## config.mk

```make
export PLATFORM = sky130hd
export DESIGN_NAME = xref_symbol_resolver
export DESIGN_NICKNAME = d
export VERILOG_FILES = /design/src/rtl/xref_symbol_resolver.sv
export SDC_FILE = /design/constraint.sdc
export NUM_CORES = 1
export LEC_CHECK = 0
export BUFFER_PORTS_ARGS = -buffer_cell sky130_fd_sc_hd__buf_2
export CORE_MARGIN = 3
export CORE_UTILIZATION = 30
export CTS_CLUSTER_DIAMETER = 50
export CTS_CLUSTER_SIZE = 16
export DETAILED_ROUTE_END_ITERATION = 12
export GPL_TIMING_DRIVEN = 0
export PLACE_DENSITY = 0.43
export SYNTH_ARGS = -nofsm -noshare
export SYNTH_HDL_FRONTEND = slang
export SYNTH_SLANG_ARGS = --single-unit
```

## constraint.sdc

```tcl
create_clock -name clk -period 5.45 [get_ports clk]
set_input_delay 0.545 -clock clk [delete_from_list [all_inputs] [get_ports clk]]
set_output_delay 0.545 -clock clk [all_outputs]
set_load 0.005 [all_outputs]
```

## src/rtl/xref_symbol_resolver.sv

```systemverilog
// xref_symbol_resolver: scoped symbol table for the cross-reference stage.
// Each request (DEF / REF / CLOSE) scans the DEPTH-entry table one entry per
// cycle, then presents one resolution record until it is consumed.
// Optional build macro: XREF_RESOLVER_STATS_EN adds saturating counters for
// resolved / unresolved references.
module xref_symbol_resolver #(
    parameter int HASH_W  = 16,
    parameter int SCOPE_W = 4,
    parameter int DEPTH   = 8,
    parameter int IDX_W   = $clog2(DEPTH)
) (
    input  logic               clk,
    input  logic               rst,
    input  logic               in_valid,
    output logic               in_ready,
    input  logic [1:0]         in_op,
    input  logic [HASH_W-1:0]  in_hash,
    input  logic [SCOPE_W-1:0] in_scope,
    output logic               out_valid,
    input  logic               out_ready,
    output logic [1:0]         out_op,
    output logic [1:0]         out_status,
    output logic [IDX_W-1:0]   out_idx,
    output logic [IDX_W:0]     occupancy
`ifdef XREF_RESOLVER_STATS_EN
    ,
    output logic [15:0]        stat_resolved,
    output logic [15:0]        stat_unresolved
`endif
);

    typedef enum logic [1:0] {S_IDLE, S_SCAN, S_RESP} state_t;

    localparam logic [1:0] OP_DEF  = 2'd0;
    localparam logic [1:0] OP_REF  = 2'd1;
    localparam logic [1:0] ST_NEW  = 2'd0;
    localparam logic [1:0] ST_DUP  = 2'd1;
    localparam logic [1:0] ST_RES  = 2'd2;
    localparam logic [1:0] ST_MISS = 2'd3;

    state_t               state_q;
    logic [IDX_W-1:0]     ptr_q;
    logic [1:0]           op_q;
    logic [HASH_W-1:0]    hash_q;
    logic [SCOPE_W-1:0]   scope_q;

    // scan bookkeeping
    logic                 lhit_q, lhit_d, ghit_q, ghit_d, ffound_q, ffound_d;
    logic [IDX_W-1:0]     lidx_q, lidx_d, gidx_q, gidx_d, fidx_q, fidx_d;

    // table
    logic [DEPTH-1:0]     valid_q;
    logic [HASH_W-1:0]    hash_tab_q  [DEPTH];
    logic [SCOPE_W-1:0]   scope_tab_q [DEPTH];

    logic                 in_ready_q, out_valid_q;
    logic [1:0]           out_op_q, out_status_q;
    logic [IDX_W-1:0]     out_idx_q;
    logic [IDX_W:0]       occ_q, pop;
    logic                 last_scan, ins_en;

    assign in_ready   = in_ready_q;
    assign out_valid  = out_valid_q;
    assign out_op     = out_op_q;
    assign out_status = out_status_q;
    assign out_idx    = out_idx_q;
    assign occupancy  = occ_q;

    assign last_scan = (state_q == S_SCAN) && (ptr_q == IDX_W'(DEPTH - 1));
    // insert on the final scan edge, once the whole table has been seen
    assign ins_en    = last_scan && (op_q == OP_DEF) && !lhit_d && ffound_d;

    // fold entry[ptr] into the running scan results (first match / first free wins)
    always_comb begin
        lhit_d   = lhit_q;   lidx_d = lidx_q;
        ghit_d   = ghit_q;   gidx_d = gidx_q;
        ffound_d = ffound_q; fidx_d = fidx_q;
        if (valid_q[ptr_q] && hash_tab_q[ptr_q] == hash_q) begin
            if (!lhit_q && scope_tab_q[ptr_q] == scope_q) begin
                lhit_d = 1'b1;
                lidx_d = ptr_q;
            end
            if (!ghit_q && scope_tab_q[ptr_q] == '0) begin
                ghit_d = 1'b1;
                gidx_d = ptr_q;
            end
        end
        if (!ffound_q && !valid_q[ptr_q]) begin
            ffound_d = 1'b1;
            fidx_d   = ptr_q;
        end
    end

    // population count of the valid bits, registered as occupancy
    always_comb begin
        pop = '0;
        for (int i = 0; i < DEPTH; i++) pop = pop + {{IDX_W{1'b0}}, valid_q[i]};
    end

    // hash/scope payload needs no reset: it is only meaningful under valid_q
    always_ff @(posedge clk) begin
        if (!rst && ins_en) begin
            hash_tab_q[fidx_d]  <= hash_q;
            scope_tab_q[fidx_d] <= scope_q;
        end
    end

    // request FSM: IDLE accepts, SCAN walks the table, RESP holds the record
    always_ff @(posedge clk) begin
        if (rst) begin
            state_q      <= S_IDLE;
            ptr_q        <= '0;
            op_q         <= '0;
            hash_q       <= '0;
            scope_q      <= '0;
            {lhit_q, ghit_q, ffound_q} <= '0;
            {lidx_q, gidx_q, fidx_q}   <= '0;
            valid_q      <= '0;
            in_ready_q   <= 1'b1;
            out_valid_q  <= 1'b0;
            out_op_q     <= '0;
            out_status_q <= '0;
            out_idx_q    <= '0;
            occ_q        <= '0;
        end else begin
            occ_q <= pop;
            case (state_q)
                S_IDLE: begin
                    if (in_valid && in_ready_q) begin
                        op_q       <= in_op;
                        hash_q     <= in_hash;
                        scope_q    <= in_scope;
                        {lhit_q, ghit_q, ffound_q} <= '0;
                        {lidx_q, gidx_q, fidx_q}   <= '0;
                        ptr_q      <= '0;
                        in_ready_q <= 1'b0;
                        state_q    <= S_SCAN;
                    end
                end
                S_SCAN: begin
                    {lhit_q, ghit_q, ffound_q} <= {lhit_d, ghit_d, ffound_d};
                    {lidx_q, gidx_q, fidx_q}   <= {lidx_d, gidx_d, fidx_d};
                    // CLOSE (and reserved op 3) drops matching-scope entries as they pass
                    if (op_q[1] && scope_tab_q[ptr_q] == scope_q) valid_q[ptr_q] <= 1'b0;
                    if (ins_en) valid_q[fidx_d] <= 1'b1;
                    if (last_scan) state_q <= S_RESP;
                    else           ptr_q   <= ptr_q + IDX_W'(1);
                end
                S_RESP: begin
                    if (!out_valid_q) begin
                        out_valid_q <= 1'b1;
                        out_op_q    <= op_q;
                        if (op_q == OP_DEF) begin
                            if (lhit_q) begin
                                out_status_q <= ST_DUP; out_idx_q <= lidx_q;
                            end else if (ffound_q) begin
                                out_status_q <= ST_NEW; out_idx_q <= fidx_q;
                            end else begin
                                out_status_q <= ST_MISS; out_idx_q <= '0;
                            end
                        end else if (op_q == OP_REF) begin
                            if (lhit_q) begin
                                out_status_q <= ST_RES; out_idx_q <= lidx_q;
                            end else if (ghit_q) begin
                                out_status_q <= ST_RES; out_idx_q <= gidx_q;
                            end else begin
                                out_status_q <= ST_MISS; out_idx_q <= '0;
                            end
                        end else begin
                            out_status_q <= ST_NEW; out_idx_q <= '0;
                        end
                    end else if (out_ready) begin
                        out_valid_q <= 1'b0;
                        in_ready_q  <= 1'b1;
                        state_q     <= S_IDLE;
                    end
                end
                default: state_q <= S_IDLE;
            endcase
        end
    end

`ifdef XREF_RESOLVER_STATS_EN
    logic [15:0] stat_res_q, stat_unres_q;
    assign stat_resolved   = stat_res_q;
    assign stat_unresolved = stat_unres_q;

    // count REF outcomes on the response handshake, saturating at all-ones
    always_ff @(posedge clk) begin
        if (rst) begin
            stat_res_q   <= '0;
            stat_unres_q <= '0;
        end else if (state_q == S_RESP && out_valid_q && out_ready && out_op_q == OP_REF) begin
            if (out_status_q == ST_RES && stat_res_q != 16'hFFFF)
                stat_res_q <= stat_res_q + 16'd1;
            if (out_status_q == ST_MISS && stat_unres_q != 16'hFFFF)
                stat_unres_q <= stat_unres_q + 16'd1;
        end
    end
`endif

endmodule
```

==> results of run 1 <==
[kinds of logic after synthesis]
| family | after synthesis | share of synthesized area, % |
|---|---|---|
| and+or+nand+nor | 192 | 10.64 |
| xor gates and xnor gates | 13 | 1.200 |
| muxes | 82 | 10.69 |
| DFF | 223 | 63.93 |
| adders and majority gates | 9 | 1.503 |
| buffers and inverters | 50 | 3.033 |
| AOI/OAI and AO/OA | 123 | 8.994 |
[layout make-up]
| class | instances | area [um2] |
|---|---|---|
| Buffer | 36 | 235.2 |
| Clock buffer | 29 | 693.2 |
| Clock inverter | 21 | 226.5 |
| Fill cell | 2988 | 19520 |
| Inverter | 14 | 52.55 |
| Multi-Input combinational cell | 419 | 3224 |
| Sequential cell | 223 | 6066 |
| Tap cell | 396 | 495.5 |
| Timing Repair Buffer | 46 | 395.4 |
[tightest hold or removal path, cell delays in order]
cell,delay (ps)
buf_2,90
nand2_1,50
a21oi_1,50
[state kept, by name, summed over array words and instances (netlist names), named ones only]
signal       count
out_op           2
out_status       2
scope_tab_q     32
state_q          2
fidx_q           3
occupancy        4
hash_tab_q     128
out_valid        1
scope_q          4
lidx_q           3
in_ready         1
op_q             2
out_idx          3
ptr_q            3
ffound_q         1
hash_q          16
lhit_q           1
ghit_q           1
gidx_q           3
valid_q          8
[power breakdown]
| group | switching (mW) | leakage (nW) | internal, mW |
|---|---|---|---|
| combinational | 0.125 | 1.44 | 0.0713 |
| sequential | 0.0294 | 1.96 | 1.83 |
| clock | 0.790 | 0.448 | 1.02 |
[how the worst max path moves through the flow]
| stage | end |
|---|---|
| 2_1_floorplan | hash_tab_q[7][0] |
| 3_3_place_gp | hash_tab_q[1][6] |
| 3_5_place_dp | hash_tab_q[0][6] |
| 4_1_cts | hash_tab_q[0][7] |
| 5_1_grt | hash_tab_q[3][10] |
| 6_report | hash_tab_q[1][10] |
[per-layer routing]
metal / share of wire, % / wire, um / GRT usage [%]
met1: 46 / 11630 / 20.69
met2: 48 / 12180 / 25.18
met3: 4.8 / 1235 / 3.008
met4: 1.7 / 446 / 2.903
met5: 0 / 0 / 0
[cells in the mapped netlist, types with 5 or more instances]
cell type / instances / area share (%)
nand2_1: 71 / 2.8
nor3_1: 6 / 0.32
inv_1: 14 / 0.55
buf_6: 7 / 0.83
a22o_1: 8 / 0.74
nor2_1: 28 / 1.1
a311o_1: 6 / 0.63
clkbuf_1: 19 / 0.75
edfxtp_1: 160 / 51
nand3_1: 17 / 0.90
dfxtp_1: 63 / 13
mux2_2: 13 / 1.5
a21oi_1: 46 / 2.4
nand3b_1: 12 / 0.95
xor2_1: 11 / 1.0
ha_1: 5 / 0.66
o22ai_1: 6 / 0.40
mux2i_1: 53 / 5.6
a22oi_1: 18 / 1.4
mux4_2: 14 / 3.3
nand4_1: 5 / 0.33
o21ai_0: 12 / 0.63
nor2b_1: 13 / 0.86
and2_1: 5 / 0.33
nand2b_1: 10 / 0.66
[metrics by stage]
step / cells / setup WS [ps] / util, % / cell area [um2]
finish: 1184 / 1297 / 36.84 / 11390
global route: 1184 / 1032 / 36.84 / 11390
CTS: 1184 / 1250 / 36.84 / 11390
detailed placement: 1134 / 1286 / 33.87 / 10470
global placement: 1126 / 139.6 / 32.91 / 10170
floorplan: 692 / 1985 / - / 9488
==> impl_metrics.xml, run 1 <==
<?xml version="1.0" encoding="UTF-8"?>
<metrics>
  <group name="status">
    <metric name="status" unit="">completed</metric>
  </group>
  <group name="placement">
    <metric name="dp_hpwl" unit="mm">17.68</metric>
    <metric name="routabilityCongestion" unit="">0.8218</metric>
    <metric name="buffer_ports.inserted" unit="">38</metric>
  </group>
  <group name="critical_path">
    <metric name="worstSetupStartpointType" unit="">register</metric>
    <metric name="timing.critical_path.buf_inv" unit="">3</metric>
    <metric name="worstPathMaxFanout" unit="">11</metric>
    <metric name="r2r_end" unit="">hash_tab_q[1][10]</metric>
    <metric name="timing_worst_setup_path_type" unit="">register to register</metric>
    <metric name="crit_path_top_delay_cell" unit="">nor4_4</metric>
    <metric name="cpLargestDelayFamily" unit="">simple AND/OR/NAND/NOR gates</metric>
    <metric name="cp_data_required_time" unit="ps">5740</metric>
    <metric name="slowest_delay" unit="ps">1050</metric>
    <metric name="worst-endpoint-arrival" unit="ps">4450</metric>
    <metric name="timing.critical_path.depth" unit="">10</metric>
    <metric name="timing.critical_path.to_type" unit="">register</metric>
    <metric name="r2r_setup_slack" unit="ps">1300</metric>
    <metric name="chain_of_cells_forming_the_critical_path" unit="">buf_6 &gt; and2_1 &gt; clkbuf_1 &gt; a22o_1 &gt; a221oi_1 &gt; xnor2_1 &gt; o2111ai_1 &gt; nor4_4 &gt; a21oi_4 &gt; buf_16</metric>
    <metric name="worst-r2r-cell-count" unit="">10</metric>
  </group>
  <group name="cells_and_area">
    <metric name="drive_above_1_share" unit="%">20.94</metric>
    <metric name="nNetsFinal" unit="">802</metric>
    <metric name="flow.area_growth_from_synthesis" unit="%">20.03</metric>
    <metric name="mostFrequentLayoutCells" unit="">edfxtp_1, nand2_1, dfxtp_1</metric>
    <metric name="layout_commonest_cell" unit="">edfxtp_1</metric>
    <metric name="antenna_diode_count" unit="">0</metric>
  </group>
  <group name="global_routing">
    <metric name="grt_pass1_vias" unit="">6284</metric>
    <metric name="grt_start_max_net_pins" unit="">18</metric>
    <metric name="globalRouteOverflowTotal" unit="">0</metric>
    <metric name="number_of_antenna_violations_at_the_first_check_in_global_routing" unit="">0</metric>
    <metric name="global_route.usage.total" unit="%">15.09</metric>
    <metric name="wire_length_of_the_first_global_routing_pass" unit="mm">38.67</metric>
  </group>
  <group name="timing">
    <metric name="timing.final.max_slew_violations" unit="">0</metric>
    <metric name="final.hold.worst_slack" unit="ps">236.3</metric>
    <metric name="final_number_of_setup_violating_endpoints" unit="">0</metric>
    <metric name="setup_tns_final" unit="ps">0</metric>
    <metric name="relSlewSlack" unit="%">15.20</metric>
    <metric name="final.min_clock_period" unit="ps">4153</metric>
    <metric name="final.setup_skew" unit="ps">16.48</metric>
    <metric name="hold_viol" unit="">0</metric>
    <metric name="worstMarginPinSlew" unit="ps">1262</metric>
    <metric name="timing.fmax" unit="GHz">0.2408</metric>
    <metric name="rsz_0062_raised_after_global_routing" unit="">false</metric>
    <metric name="final_min_period_over_clock_period" unit="%">76.21</metric>
  </group>
  <group name="synthesis">
    <metric name="syn_inst" unit="">692</metric>
    <metric name="synth_top_flop_cell" unit="">edfxtp_1</metric>
    <metric name="postSynthAreaPerCell" unit="um2">13.71</metric>
    <metric name="ys_async_sr_fraction" unit="%">0</metric>
    <metric name="syn_area" unit="mm2">0.009488</metric>
    <metric name="synth-edff-count" unit="">160</metric>
    <metric name="synth_seq_area_share" unit="%">63.93</metric>
    <metric name="ys_seq_elements" unit="">223</metric>
    <metric name="yosysUniqueCellTypes" unit="">62</metric>
    <metric name="yosysWarnings" unit="">0</metric>
    <metric name="mappedNetlistNets" unit="">727</metric>
  </group>
  <group name="power_and_ir_drop">
    <metric name="power.ir.vdd_worst" unit="mV">0.2055</metric>
    <metric name="power-per-cell-area" unit="mW/mm2">339.4</metric>
    <metric name="cellLeakagePower" unit="nW">3.850</metric>
    <metric name="totalPowerFinal" unit="mW">3.865</metric>
  </group>
  <group name="route">
    <metric name="dr.pass1.iters" unit="">6</metric>
    <metric name="drt.antenna.violating_nets" unit="">0</metric>
    <metric name="wire_per_inst" unit="um">21.53</metric>
    <metric name="route.vias.total" unit="">5948</metric>
    <metric name="viasPerCell" unit="">5.024</metric>
    <metric name="drt-initial-drc-count" unit="">379</metric>
    <metric name="post-route-drc-count" unit="">0</metric>
    <metric name="drt_wl_total" unit="mm">25.49</metric>
  </group>
  <group name="cts">
    <metric name="cts_tree" unit="">yes</metric>
    <metric name="post_cts_resize_count" unit="">0</metric>
    <metric name="ctsRootBufferMaster" unit="">clkbuf_16</metric>
    <metric name="cts_hold_repair.buffers" unit="">0</metric>
    <metric name="tritoncts.num_buffers" unit="">27</metric>
    <metric name="cts_setup_buffers" unit="">0</metric>
    <metric name="cts-root-to-sink-buffers" unit="">3</metric>
    <metric name="path_clk_slew" unit="ps">60</metric>
    <metric name="cts.htree.levels" unit="">1</metric>
    <metric name="clock_sinks" unit="">223</metric>
    <metric name="clkLatencyLatePin" unit="ps">550</metric>
  </group>
  <group name="floorplanning">
    <metric name="chipHeight" unit="um">183.8</metric>
    <metric name="core_area" unit="mm2">0.03091</metric>
    <metric name="initial_util" unit="%">30.70</metric>
    <metric name="fp.dieArea" unit="mm2">0.03380</metric>
    <metric name="row_count" unit="">64</metric>
    <metric name="floorplan.io_pins" unit="">39</metric>
    <metric name="die_w" unit="um">183.8</metric>
  </group>
  <group name="worst_hold_path">
    <metric name="worst_hold_path_type" unit="">input port to register</metric>
    <metric name="worstHoldPathCells" unit="">3</metric>
    <metric name="worstHoldEndpoint" unit="">hash_q[9]</metric>
    <metric name="worst_hold_startpoint" unit="">in_hash[9]</metric>
  </group>
  <group name="run">
    <metric name="max_cap_violations" unit="">0</metric>
  </group>
</metrics>
Note: power is estimated with default switching activity, not from simulation.
==> run 2, diff against run 1 <==
- PLACE_DENSITY: 0.43 -> 0.44
- clock period: 5.45 -> 3.55 ns (I/O delays scaled with it)
==> run 2 against run 1 <==
Net effect: register-to-register slack lost 1100 ps; critical endpoint is now hash_tab_q[1][0]; global-route usage grew 0.27 points; largest power group unchanged; largest cell class unchanged; hold slack lost 170 ps.
==> impl_metrics.xml, run 2 (synthesis results as in run 1) <==
<?xml version="1.0" encoding="UTF-8"?>
<metrics>
  <group name="critical_path">
    <metric name="cpMostUsedCell" unit="">buf_12</metric>
    <metric name="cp_data_required_time" unit="ps">3830</metric>
    <metric name="r2r_end" unit="">hash_tab_q[1][0]</metric>
    <metric name="worstSetupStartpointType" unit="">register</metric>
    <metric name="slowest_delay" unit="ps">580</metric>
    <metric name="timing.critical_path.depth" unit="">11</metric>
    <metric name="worst-endpoint-arrival" unit="ps">3660</metric>
    <metric name="cpLargestDelayFamily" unit="">simple AND/OR/NAND/NOR gates</metric>
    <metric name="timing.critical_path.to_type" unit="">register</metric>
    <metric name="r2r_setup_slack" unit="ps">160</metric>
    <metric name="worstPathMaxFanout" unit="">17</metric>
    <metric name="timing_worst_setup_path_type" unit="">register to register</metric>
    <metric name="chain_of_cells_forming_the_critical_path" unit="">buf_6 &gt; and2b_2 &gt; a22o_1 &gt; a221oi_2 &gt; xor2_1 &gt; or4_4 &gt; nor4_4 &gt; buf_12 &gt; buf_4 &gt; a21oi_4 &gt; buf_12</metric>
    <metric name="timing.critical_path.buf_inv" unit="">4</metric>
    <metric name="crit_path_top_delay_cell" unit="">or4_4</metric>
    <metric name="worst-r2r-cell-count" unit="">11</metric>
  </group>
  <group name="route">
    <metric name="drt-initial-drc-count" unit="">389</metric>
    <metric name="viasPerCell" unit="">5.038</metric>
    <metric name="dr.pass1.iters" unit="">5</metric>
    <metric name="post-route-drc-count" unit="">0</metric>
    <metric name="wire_per_inst" unit="um">21.57</metric>
    <metric name="drt_wl_total" unit="mm">25.74</metric>
    <metric name="route.vias.total" unit="">6010</metric>
    <metric name="drt.antenna.violating_nets" unit="">0</metric>
  </group>
  <group name="global_routing">
    <metric name="wire_length_of_the_first_global_routing_pass" unit="mm">39.16</metric>
    <metric name="grt_use_met2" unit="%">26.62</metric>
    <metric name="global_route.usage.total" unit="%">15.36</metric>
    <metric name="grt_start_max_net_pins" unit="">20</metric>
    <metric name="grt_most_used_layer" unit="">met2</metric>
    <metric name="groute.layer.met3.usage" unit="%">2.374</metric>
    <metric name="number_of_antenna_violations_at_the_first_check_in_global_routing" unit="">0</metric>
    <metric name="globalRouteMet1Util" unit="%">20.33</metric>
    <metric name="globalRouteOverflowTotal" unit="">0</metric>
    <metric name="grt_pass1_vias" unit="">6314</metric>
  </group>
  <group name="cells_and_area">
    <metric name="mostFrequentLayoutCells" unit="">edfxtp_1, nand2_1, dfxtp_1</metric>
    <metric name="filler_cell_count" unit="">2985</metric>
    <metric name="drive_above_1_share" unit="%">22.11</metric>
    <metric name="utilization_of_the_core_after_routing" unit="%">37.12</metric>
    <metric name="reg_top3" unit="">hash_tab_q (128), scope_tab_q (32), hash_q (16)</metric>
    <metric name="finalNonFillerCells" unit="">1193</metric>
    <metric name="flow.area_growth_from_synthesis" unit="%">20.93</metric>
    <metric name="registers.top_by_ff_count" unit="">hash_tab_q</metric>
    <metric name="largest_register_ff_count" unit="">128</metric>
    <metric name="layout_commonest_cell" unit="">edfxtp_1</metric>
    <metric name="nNetsFinal" unit="">809</metric>
  </group>
  <group name="timing">
    <metric name="final_number_of_setup_violating_endpoints" unit="">0</metric>
    <metric name="final_min_period_over_clock_period" unit="%">95.40</metric>
    <metric name="timing.final.max_slew_violations" unit="">0</metric>
    <metric name="finalWorstSetupSlack" unit="ps">163.4</metric>
    <metric name="rsz_0062_raised_after_global_routing" unit="">false</metric>
    <metric name="relSlewSlack" unit="%">25.67</metric>
    <metric name="hold_viol" unit="">0</metric>
    <metric name="final.setup_skew" unit="ps">12.42</metric>
    <metric name="final.min_clock_period" unit="ps">3387</metric>
    <metric name="timing.fmax" unit="GHz">0.2953</metric>
    <metric name="worstMarginPinSlew" unit="ps">1115</metric>
  </group>
  <group name="cts">
    <metric name="ctsRootBufferMaster" unit="">clkbuf_16</metric>
    <metric name="clkLatencyLatePin" unit="ps">530</metric>
    <metric name="cts-root-to-sink-buffers" unit="">3</metric>
    <metric name="clock_sinks" unit="">223</metric>
    <metric name="tritoncts.num_buffers" unit="">28</metric>
    <metric name="cts_hold_repair.buffers" unit="">0</metric>
    <metric name="cts.htree.levels" unit="">1</metric>
    <metric name="cts_tree" unit="">yes</metric>
    <metric name="path_clk_slew" unit="ps">70</metric>
  </group>
  <group name="worst_hold_path">
    <metric name="worstHoldPathCells" unit="">3</metric>
    <metric name="worst_hold_path_type" unit="">input port to register</metric>
    <metric name="worst_hold_startpoint" unit="">in_hash[10]</metric>
    <metric name="worstHoldEndpoint" unit="">hash_q[10]</metric>
  </group>
  <group name="floorplanning">
    <metric name="core_area" unit="mm2">0.03091</metric>
    <metric name="initial_util" unit="%">30.70</metric>
    <metric name="floorplan.io_pins" unit="">39</metric>
    <metric name="row_count" unit="">64</metric>
    <metric name="die_w" unit="um">183.8</metric>
    <metric name="fp.dieArea" unit="mm2">0.03380</metric>
    <metric name="chipHeight" unit="um">183.8</metric>
  </group>
  <group name="run">
    <metric name="max_cap_violations" unit="">0</metric>
  </group>
  <group name="power_and_ir_drop">
    <metric name="power.ir.vdd_worst" unit="mV">0.4079</metric>
    <metric name="cellLeakagePower" unit="nW">3.889</metric>
    <metric name="totalPowerFinal" unit="mW">5.975</metric>
    <metric name="power-per-cell-area" unit="mW/mm2">520.7</metric>
  </group>
  <group name="placement">
    <metric name="buffer_ports.inserted" unit="">38</metric>
    <metric name="dp_hpwl" unit="mm">17.55</metric>
    <metric name="detailedPlace.worstSlack" unit="ps">-561.7</metric>
    <metric name="routabilityCongestion" unit="">0.7898</metric>
    <metric name="place.detailed.instances" unit="">1134</metric>
  </group>
  <group name="status">
    <metric name="status" unit="">completed</metric>
  </group>
</metrics>
[run 2: changes by cell type in the layout (fill, tap and decap cells not counted), moves of 2 or more]
cell / before / now
inv_6: 8 / 5
inv_8: 5 / 3
buf_4: 4 / 9
clkbuf_16: 27 / 29
buf_16: 6 / 3
inv_4: 0 / 2
clkinvlp_4: 2 / 5
buf_12: 3 / 8
clkbuf_1: 20 / 18
[run 2: worst reg2reg max path: cells and delay by family (launching register included)]
kind	cells	cell delay, ps
flip-flops	1	390
buffers and inverters	4	770
XOR/XNOR	1	210
AO/OA/AOI/OAI	3	510
AND/OR/NAND/NOR	3	1230
[run 2: layout make-up]
class                   instances  area (um2)  share of cell area, %
flip-flops and latches        223        6066                  52.87
multi-input cells             419        3227                  28.12
clock buffers                  31       743.2                  6.478
well taps                     396       495.5                  4.318
repair buffers                 53       450.4                  3.926
plain buffers                  35       232.7                  2.028
clock inverters                21       203.9                  1.778
inverters                      14       52.55                 0.4580
diodes                          1       2.502                0.02181
[run 2: per-layer routing]
metal	vias up	routed length (um)	part of all wire, %
met5	-	0	0
met4	0	573	2.2
met3	34	939	3.6
met2	129	12590	49
met1	3051	11630	45
li1	2796	-	-
[run 2: how the worst max path moves through the flow]
stage	from	to
after floorplan	ptr_q[0]	hash_tab_q[7][0]
final	register	hash_tab_q[1][0]
after detailed placement	register	hash_tab_q[2][10]
after global placement	ptr_q[0]	hash_tab_q[1][4]
after global routing	ptr_q[0]	hash_tab_q[0][8]
after CTS	ptr_q[0]	hash_tab_q[2][12]
[run 2: where the power goes]
| part | internal, mW | switching (mW) | total, mW |
|---|---|---|---|
| Combinational | 0.110 | 0.195 | 0.305 |
| Sequential | 2.81 | 0.0449 | 2.85 |
| Clock | 1.63 | 1.18 | 2.82 |
| Total | 4.55 | 1.42 | 5.97 |
[run 2: what timing repair did]
item,in CTS,in global routing
setup buffers,4,3
pin swaps,1,0
setup endpoints to repair,160,120
gates resized for setup,0,4
[run 2: through the flow]
step / TNS (ps) / instance area, um2 / hold WS, ps
final: 0 / 11470 / 62.56
after global routing: 0 / 11470 / 54.95
after CTS: 0 / 11440 / 41.31
after detailed placement: -64130 / 10450 / 455.1
after global placement: -261320 / 10170 / 450.3
after floorplan: 0 / 9488 / 452.7
==> run 3, diff against run 2 <==
- ABC_CLOCK_PERIOD_IN_PS: unset -> 3550
- BUFFER_PORTS_ARGS: -buffer_cell sky130_fd_sc_hd__buf_2 -> -buffer_cell sky130_fd_sc_hd__buf_4
- CORE_UTILIZATION: 30 -> 50
- PLACE_DENSITY: 0.44 -> 0.67
==> run 3 against run 2 <==
Net effect: power is 5.1% lower; clock-buffer cell count is 4 lower; fmax is 1.6% lower; final area is 1.7% lower; register-to-register slack worse by 60 ps; critical path depth is 1 higher.
==> impl_metrics.xml, run 3 (synthesis results as in run 1) <==
<?xml version="1.0" encoding="UTF-8"?>
<metrics>
  <group name="cts">
    <metric name="ctsRootBufferMaster" unit="">clkbuf_16</metric>
    <metric name="cts_hold_repair.buffers" unit="">0</metric>
    <metric name="cts.htree.levels" unit="">1</metric>
    <metric name="tritoncts.num_buffers" unit="">22</metric>
    <metric name="cts-root-to-sink-buffers" unit="">3</metric>
    <metric name="clkLatencyLatePin" unit="ps">520</metric>
    <metric name="cts_tree" unit="">yes</metric>
    <metric name="path_clk_slew" unit="ps">70</metric>
    <metric name="clock_sinks" unit="">223</metric>
  </group>
  <group name="cells_and_area">
    <metric name="nNetsFinal" unit="">809</metric>
    <metric name="layout_commonest_cell" unit="">edfxtp_1</metric>
    <metric name="largest_register_ff_count" unit="">128</metric>
    <metric name="antenna_diode_count" unit="">0</metric>
    <metric name="reg_top3" unit="">hash_tab_q (128), scope_tab_q (32), hash_q (16)</metric>
    <metric name="mostFrequentLayoutCells" unit="">edfxtp_1, nand2_1, dfxtp_1</metric>
    <metric name="drive_above_1_share" unit="%">21.14</metric>
    <metric name="flow.area_growth_from_synthesis" unit="%">18.87</metric>
    <metric name="registers.top_by_ff_count" unit="">hash_tab_q</metric>
    <metric name="filler_cell_count" unit="">1400</metric>
    <metric name="post-route-cell-area" unit="mm2">0.01128</metric>
  </group>
  <group name="timing">
    <metric name="final_number_of_setup_violating_endpoints" unit="">0</metric>
    <metric name="timing.fmax" unit="GHz">0.2905</metric>
    <metric name="final_min_period_over_clock_period" unit="%">96.96</metric>
    <metric name="rsz_0062_raised_after_global_routing" unit="">false</metric>
    <metric name="final.min_clock_period" unit="ps">3442</metric>
    <metric name="final.setup_skew" unit="ps">24.78</metric>
    <metric name="worstMarginPinSlew" unit="ps">1136</metric>
    <metric name="timing.final.max_slew_violations" unit="">0</metric>
    <metric name="relSlewSlack" unit="%">23.58</metric>
    <metric name="hold_viol" unit="">0</metric>
  </group>
  <group name="global_routing">
    <metric name="grt_start_max_net_pins" unit="">21</metric>
    <metric name="globalRouteOverflowTotal" unit="">0</metric>
    <metric name="wire_length_of_the_first_global_routing_pass" unit="mm">35.34</metric>
    <metric name="number_of_antenna_violations_at_the_first_check_in_global_routing" unit="">0</metric>
    <metric name="grt_pass1_vias" unit="">6116</metric>
    <metric name="global_route.usage.total" unit="%">22.87</metric>
  </group>
  <group name="floorplanning">
    <metric name="initial_util" unit="%">51.93</metric>
    <metric name="fp.dieArea" unit="mm2">0.02066</metric>
    <metric name="row_count" unit="">49</metric>
    <metric name="chipHeight" unit="um">143.8</metric>
    <metric name="die_w" unit="um">143.8</metric>
    <metric name="core_area" unit="mm2">0.01827</metric>
    <metric name="floorplan.io_pins" unit="">39</metric>
  </group>
  <group name="route">
    <metric name="wire_per_inst" unit="um">22.84</metric>
    <metric name="viasPerCell" unit="">5.949</metric>
    <metric name="drt-initial-drc-count" unit="">544</metric>
    <metric name="dr.pass1.iters" unit="">5</metric>
    <metric name="post-route-drc-count" unit="">0</metric>
    <metric name="drt.antenna.violating_nets" unit="">0</metric>
    <metric name="drt_wl_total" unit="mm">23.27</metric>
    <metric name="route.vias.total" unit="">6062</metric>
  </group>
  <group name="critical_path">
    <metric name="worst-endpoint-arrival" unit="ps">3690</metric>
    <metric name="worstSetupStartpointType" unit="">register</metric>
    <metric name="chain_of_cells_forming_the_critical_path" unit="">buf_4 &gt; buf_6 &gt; and2b_1 &gt; a22o_1 &gt; a221oi_2 &gt; xor2_1 &gt; or4_4 &gt; nor4_4 &gt; buf_12 &gt; buf_4 &gt; a21oi_4 &gt; buf_12</metric>
    <metric name="timing_worst_setup_path_type" unit="">register to register</metric>
    <metric name="cp_data_required_time" unit="ps">3800</metric>
    <metric name="crit_path_top_delay_cell" unit="">or4_4</metric>
    <metric name="timing.critical_path.to_type" unit="">register</metric>
    <metric name="timing.critical_path.buf_inv" unit="">5</metric>
    <metric name="slowest_delay" unit="ps">560</metric>
    <metric name="cpLargestDelayFamily" unit="">simple AND/OR/NAND/NOR gates</metric>
    <metric name="worstPathMaxFanout" unit="">20</metric>
  </group>
  <group name="placement">
    <metric name="routabilityCongestion" unit="">0.9113</metric>
    <metric name="dp_hpwl" unit="mm">14.79</metric>
    <metric name="detailed_place.area" unit="mm2">0.01024</metric>
    <metric name="buffer_ports.inserted" unit="">38</metric>
  </group>
  <group name="worst_hold_path">
    <metric name="worst_hold_startpoint" unit="">in_hash[4]</metric>
    <metric name="worst_hold_path_type" unit="">input port to register</metric>
  </group>
  <group name="power_and_ir_drop">
    <metric name="totalPowerFinal" unit="mW">5.670</metric>
    <metric name="power-per-cell-area" unit="mW/mm2">502.7</metric>
    <metric name="cellLeakagePower" unit="nW">3.868</metric>
    <metric name="power.ir.vdd_worst" unit="mV">0.3635</metric>
  </group>
  <group name="run">
    <metric name="max_cap_violations" unit="">0</metric>
  </group>
  <group name="status">
    <metric name="status" unit="">completed</metric>
  </group>
</metrics>
[run 3: stage by stage]
step / worst slack, ps / instances / util [%] / hold slack (ps) / setup TNS (ps)
after floorplan: 85.42 / 692 / - / 452.7 / 0
after detailed placement: -470.1 / 963 / 56.03 / 470.3 / -58510
after global placement: -1404 / 959 / 55.06 / 451.7 / -213620
after CTS: 15.68 / 1009 / 60.88 / 83.77 / 0
after global routing: 4.996 / 1019 / 61.73 / 94.50 / 0
final: 107.9 / 1019 / 61.73 / 92.52 / 0
[run 3: final cells by class]
type	count	area, um2	area share, %
flip-flops and latches	223	6066	53.78
clock buffers	27	590.6	5.236
multi-input cells	423	3289	29.17
clock inverters	13	201.4	1.786
plain buffers	35	234.0	2.075
repair buffers	55	558.0	4.948
inverters	14	52.55	0.4659
well taps	229	286.5	2.540
[run 3: path summary, 6_finish.rpt]
check                      endpoint  slack (ps)  depth (start not counted)
setup / recovery  hash_tab_q[5][12]         110                         12
hold / removal            hash_q[4]          90                          3
setup reg to reg  hash_tab_q[5][12]         110                         12
hold reg to reg           out_op[1]         480                          2
[run 3: layer usage]
metal / GRT usage, % / vias to the layer above / wire, um
li1: - / 2790 / -
met1: 31.55 / 3001 / 9836
met2: 37.93 / 235 / 11230
met3: 3.494 / 36 / 1762
met4: 6.690 / 0 / 446
met5: 0 / - / 0
[run 3: worst reg2reg max path, delay by kind of cell, from the launching register on]
kind / cells / cell delay, ps
simple gates: 3 / 1200
buf+inv: 5 / 940
compound gates: 3 / 530
flops: 1 / 300
xor+xnor: 1 / 180
[run 3: timing repair]
action	4_1_cts	5_1_grt
resized for setup	4	4
buffers inserted	2	11
setup endpoints to repair	160	129
cloned	4	0
pin swaps	1	0
[run 3: where the power goes]
group          switching [mW]  internal (mW)
sequential             0.0432           2.81
clock                    1.01           1.51
combinational           0.183          0.118
total                    1.24           4.43
